<file path="config.mk">
export PLATFORM = sky130hd
export DESIGN_NAME = uart_tx_buffered
export DESIGN_NICKNAME = d
export VERILOG_FILES = /design/src/rtl/uart_tx_buffered_pkg.sv /design/src/rtl/uart_tx_buffered_fifo.sv /design/src/rtl/uart_tx_buffered.sv
export SDC_FILE = /design/constraint.sdc
export NUM_CORES = 1
export LEC_CHECK = 0
export CORE_ASPECT_RATIO = 0.8
export CORE_UTILIZATION = 55
export CTS_BUF_LIST = sky130_fd_sc_hd__clkbuf_8
export CTS_CLUSTER_DIAMETER = 60
export DETAILED_ROUTE_END_ITERATION = 7
export GPL_TIMING_DRIVEN = 0
export PLACE_DENSITY = 0.81
export SKIP_LAST_GASP = 1
export SLEW_MARGIN = 10
export SYNTH_ARGS = -nofsm -noshare
export SYNTH_HDL_FRONTEND = slang
export SYNTH_SLANG_ARGS = --single-unit
</file>
<file path="constraint.sdc">
create_clock -name clock -period 1.9 [get_ports clock]
set_clock_uncertainty 0.1 [all_clocks]
set_input_delay 0.38 -clock clock [delete_from_list [all_inputs] [get_ports clock]]
set_output_delay 0.38 -clock clock [all_outputs]
set_load 0.005 [all_outputs]
</file>
<file path="src/rtl/uart_tx_buffered_pkg.sv">
// Build-time defaults for the buffered UART transmitter: bit timing and store-buffer depth.
package uart_tx_buffered_pkg;

  localparam int unsigned clks_per_bit      = 3;
  localparam int unsigned storebuffer_depth = 4;

  // Occupancy/pointer width: index bits plus one wrap bit.
  function automatic int unsigned ptr_width(input int unsigned depth);
    return $clog2(depth) + 1;
  endfunction

endpackage

</file>
<file path="src/rtl/uart_tx_buffered_fifo.sv">
// Generic synchronous FIFO; wrap-bit pointers distinguish full from empty without a counter.
module uart_fifo #(
  parameter int WIDTH = 8,
  parameter int DEPTH = 4
) (
  input  logic                     clk_i,
  input  logic                     rst_i,
  input  logic                     push_i,
  input  logic [WIDTH-1:0]         data_i,
  input  logic                     pop_i,
  output logic [WIDTH-1:0]         data_o,
  output logic                     full_o,
  output logic                     empty_o,
  output logic [$clog2(DEPTH):0]   level_o
);
  localparam int AW = $clog2(DEPTH);
  localparam int PW = AW + 1;

  logic [WIDTH-1:0] mem_q [DEPTH];
  logic [PW-1:0]    wptr_q;
  logic [PW-1:0]    rptr_q;
  logic             do_push;
  logic             do_pop;

  assign empty_o = (wptr_q == rptr_q);
  assign full_o  = (wptr_q[AW] != rptr_q[AW]) && (wptr_q[AW-1:0] == rptr_q[AW-1:0]);
  assign level_o = wptr_q - rptr_q;
  assign data_o  = mem_q[rptr_q[AW-1:0]];
  assign do_push = push_i && !full_o;
  assign do_pop  = pop_i && !empty_o;

  always_ff @(posedge clk_i) begin
    if (rst_i) begin
      wptr_q <= '0;
      rptr_q <= '0;
    end else begin
      if (do_push) wptr_q <= wptr_q + PW'(1);
      if (do_pop)  rptr_q <= rptr_q + PW'(1);
    end
  end

  // Storage needs no reset; the pointers alone define what is valid.
  always_ff @(posedge clk_i) begin
    if (do_push) mem_q[wptr_q[AW-1:0]] <= data_i;
  end

endmodule

</file>
<file path="src/rtl/uart_tx_buffered.sv">
// Buffered 8N1 UART transmitter: FIFO-fed serialiser, LSB first, frames back-to-back when queued.
module uart_tx_buffered
  import uart_tx_buffered_pkg::*;
#(
  parameter int CLKS_PER_BIT = clks_per_bit,
  parameter int DEPTH        = storebuffer_depth
) (
  input  logic                   clock,
  input  logic                   reset,
  input  logic                   tx_valid,
  input  logic [7:0]             tx_data,
  output logic                   tx_ready,
  output logic                   tx,
  output logic                   busy,
  output logic [$clog2(DEPTH):0] level
);
  localparam int CW = (CLKS_PER_BIT < 1) ? 1 : $clog2(CLKS_PER_BIT + 1);
  localparam logic [CW-1:0] CNT_LAST = CW'(CLKS_PER_BIT);

  typedef enum logic [1:0] {IDLE, START, DATA, STOP} state_t;

  state_t          state_q;
  logic [CW-1:0]   cnt_q;
  logic [2:0]      bitidx_q;
  logic [7:0]      shreg_q;
  logic            tx_q;

  logic            full;
  logic            empty;
  logic            pop;
  logic            cnt_last;
  logic [7:0]      head;

  uart_fifo #(
    .WIDTH (8),
    .DEPTH (DEPTH)
  ) u_fifo (
    .clk_i   (clock),
    .rst_i   (reset),
    .push_i  (tx_valid),
    .data_i  (tx_data),
    .pop_i   (pop),
    .data_o  (head),
    .full_o  (full),
    .empty_o (empty),
    .level_o (level)
  );

  assign cnt_last = (cnt_q == CNT_LAST);
  // A new byte is taken either from IDLE or on the final stop-bit cycle, so queued frames abut.
  assign pop      = !empty && ((state_q == IDLE) || ((state_q == STOP) && cnt_last));
  assign tx_ready = !full;
  assign busy     = !empty || (state_q != IDLE);
  assign tx       = tx_q;

  always_ff @(posedge clock) begin
    if (reset) begin
      state_q  <= IDLE;
      cnt_q    <= '0;
      bitidx_q <= '0;
      shreg_q  <= '0;
      tx_q     <= 1'b1;
    end else begin
      // Line level follows the state one cycle later, from a flop.
      case (state_q)
        START:   tx_q <= 1'b0;
        DATA:    tx_q <= shreg_q[0];
        default: tx_q <= 1'b1;
      endcase

      case (state_q)
        IDLE: begin
          cnt_q <= '0;
          if (!empty) begin
            shreg_q <= head;
            state_q <= START;
          end
        end
        START: begin
          if (cnt_last) begin
            cnt_q    <= '0;
            bitidx_q <= '0;
            state_q  <= DATA;
          end else begin
            cnt_q <= cnt_q + CW'(1);
          end
        end
        DATA: begin
          if (cnt_last) begin
            cnt_q   <= '0;
            shreg_q <= {1'b0, shreg_q[7:1]};
            if (bitidx_q == 3'd7) begin
              state_q <= STOP;
            end else begin
              bitidx_q <= bitidx_q + 3'd1;
            end
          end else begin
            cnt_q <= cnt_q + CW'(1);
          end
        end
        STOP: begin
          if (cnt_last) begin
            cnt_q <= '0;
            if (!empty) begin
              shreg_q <= head;
              state_q <= START;
            end else begin
              state_q <= IDLE;
            end
          end else begin
            cnt_q <= cnt_q + CW'(1);
          end
        end
        default: state_q <= IDLE;
      endcase
    end
  end

endmodule
</file>
==> reports/qor.csv <==
stage,metric,value,unit
floorplan,core_area,4280,um2
power_and_ir_drop,power_switching,1.43,mW
sta,max_slew.worst_pin.slew,0.364,ns
cts,cts_tree,built,
floorplan,io_pins,17,
critical_path,worstPathCellList,"inv_2, ha_4, fa_2, inv_2, buf_2",
placed_design,hpwlAfterDp,2950,um
power_and_ir_drop,p_leak,1.11,nW
cts,ctsHoldBuffers,0,
grt,grt_max_degree,20,
synth,postSynthNetCount,226,
sta,hold_viol,0,
outcome,status,finished with violations,
grt,grt_pass1_vias,1602,
grt,grtUsageTotal,0.210,
synth,netlist_area,2510,um2
power_and_ir_drop,p_clk_frac,0.163,
sta,slew_viol_final,0,
power_and_ir_drop,p_total,4.09,mW
power_and_ir_drop,pwr-share-comb,0.445,
finish,final_area,2980,um2
routing,first_iter_violations,61,
power_and_ir_drop,intPower,2.66,mW
finish,diodes,0,
routing,routed_via_density,5.59,
finish,multiInputGateArea,1080,um2
critical_path,crit_path_top_delay_cell,fa_2,
synth,synthTopCellsByArea,"edfxtp_1 (38%), dfxtp_1 (19%), mux2i_1 (11%)",
worst_hold_path,min_to,cnt_q[0],
synth,synthArstFlopShare,0,
critical_path,crit_top_cell,inv_2,
routing,drt-total-wl,4740,um
outcome,failed_checks,setup timing,
critical_path,crit_type,reg -> out,
cts,cts.sinks,56,
critical_path,cp-end-kind,output port,
grt,grt_pass1_wl,7570,um
synth,ys.flop_type,edfxtp_1,
routing,via_count,1587,
floorplan,die_width,77.5,um
synth,syn_inst,198,
worst_hold_path,holdPathStages,1,
critical_path,regToRegStartpoint,u_fifo.rptr_q[1],
critical_path,cpPeakStageDelay,0.53,ns
worst_hold_path,hold_path.startpoint,cnt_q[0],
critical_path,r2r_setup_slack,0.06,ns
synth,synth_area_leader_cell,edfxtp_1,
finish,layout.nets,254,
finish,drive_gt1_frac,0.242,
sta,setup-violations-final,3,
routing,ant_nets,0,
power_and_ir_drop,vdd_drop_max,867,uV
finish,fin_cells,284,
cts,clock_tree.buffer_depth,2,
finish,seqCellArea,1460,um2
floorplan,start_util,0.586,
grt,antenna_found_initial,0,
routing,drc,0,
synth,synth.most_common_cell,edfxtp_1,
critical_path,regToRegEndpoint,u_fifo.mem_q[1][2],
worst_hold_path,worstHoldPathType,reg -> reg,
flow_run,drv_cap,0,
sta,slew-limit-headroom,0.756,
floorplan,die_area,4840,um2
critical_path,worstPathMaxFanout,2,
synth,synth_edf_count,32,
sta,period_share,1.06,
synth,synth_common_cells,"edfxtp_1 (32), mux2i_1 (27), dfxtp_1 (24)",
synth,yosys_warnings,0,
cts,cts_buffers,5,
placed_design,placedCellCount,271,
sta,fmax,496,MHz
sta,rsz0062_at_grt,true,
critical_path,rr_worst_depth,5,
critical_path,cp-start-kind,flip-flop,
critical_path,crit_arrival,1.54,ns
placed_design,placed_area,2740,um2
synth,yosysTopAreaCellShare,0.383,
placed_design,numPortBuffers,16,
synth,syn_avg_cell_area,12.7,um2
power_and_ir_drop,power_density,1370,nW/um2
finish,fillers,302,
sta,fin_crit,2.02,ns
floorplan,rows,21,
cts,cts_max_level,2,
power_and_ir_drop,pwr-share-seq,0.393,
synth,seq_area_frac_synth,0.575,
cts,clk_pin_slew_worst_paths,0.10,ns
finish,syn_to_final_growth,19.0,%
sta,finalWorstSetupSlack,-0.116,ns
routing,wire_per_inst,16.7,um
synth,ys_ff_latch,56,
power_and_ir_drop,p_sw_frac,0.350,
floorplan,die_h,62.4,um
critical_path,required,1.42,ns
cts,cts-root-buf,clkbuf_8,
synth,synth_cell_types,38,
routing,firstDrtPassIters,4,
placed_design,place_congestion,0.808,
grt,overflow,0,
cts,clkLatencyLatePin,0.31,ns
## what timing repair did
action	4_1_cts	5_1_grt
resized for setup	32	16
setup endpoints to repair	46	18
setup buffers	6	0
gates cloned	0	0
pin swaps	6	4
## per-stage QoR
stage	utilization	hold slack [ns]	setup WS [ns]	setup TNS, ns
after global routing	0.697	0.357	-0.151	-0.789
after floorplan	-	0.305	0.0353	0
after detailed placement	0.640	0.324	-0.322	-11.06
after global placement	0.640	0.318	-0.325	-10.84
after CTS	0.684	0.346	-0.140	-0.266
final	0.697	0.347	-0.116	-0.216
## worst max-delay path by stage
stage,start,end,slack (ns),depth (start not counted)
2_1_floorplan,u_fifo.wptr_q[0],u_fifo.mem_q[2][0],0.04,5
3_3_place_gp,u_fifo.wptr_q[0],level[2],-0.33,5
3_5_place_dp,u_fifo.wptr_q[0],level[2],-0.32,5
4_1_cts,u_fifo.wptr_q[0],level[2],-0.14,5
5_1_grt,u_fifo.wptr_q[0],level[1],-0.15,5
6_report,u_fifo.wptr_q[0],level[1],-0.12,5
## sequential cells by signal (all words and copies together), names as in the netlist, named ones only
signal	flops
u_fifo.mem_q	32
shreg_q	8
bitidx_q	3
u_fifo.rptr_q	3
u_fifo.wptr_q	3
cnt_q	2
state_q	2
tx	1
## layer usage
layer,GRT usage,wire length [um]
met3,0.0511,194
met2,0.356,2410
met1,0.260,2040
met5,0,0
met4,0.0778,98
## kinds of logic after synthesis
group,synth area share
buffers and inverters,0.0314
adder cells (fa/ha/maj),0.0878
XOR/XNOR,0.0209
AND/OR/NAND/NOR,0.0888
flip-flops,0.575
AO/OA/AOI/OAI,0.0888
multiplexers,0.108
## power by group through the flow
stage	logic (mW)	registers (mW)	clock network, mW
floorplan	1.14	1.58	0
global placement	1.49	1.60	0
detailed placement	1.52	1.61	0
CTS	1.67	1.60	0.675
global route	1.98	1.62	0.724
finish	1.82	1.61	0.665
## area by class of cell
type	instances	area share
clock buffers	5	0.0231
flip-flops and latches	56	0.488
plain buffers	7	0.0126
well taps	57	0.0239
multi-input cells	124	0.361
inverters	10	0.0126
repair buffers	22	0.0692
clock inverters	3	0.00922
## layout by cell type, fill, tap and decap left out, drive strengths merged, types with 2 or more instances in the layout
master / instances
edfxtp: 32
mux2i: 27
dfxtp: 24
nor2: 16
ha: 16
buf: 14
nand2: 11
clkdlybuf4s50: 11
inv: 11
a21oi: 7
o221ai: 7
clkbuf: 7
nand2b: 4
xnor2: 4
nand3: 3
and2: 3
or2: 2
o211ai: 2
o21bai: 2
nand3b: 2
dlygate4sd2: 2
xor2: 2
## worst max-delay path: cells and delay by family (launching register included)
family                   cells  cell delay (ns)
buffers and inverters        3             0.19
adder cells (fa/ha/maj)      2             0.68
flip-flops                   1             0.35
No activity file was read; power rests on OpenSTA's default activity.
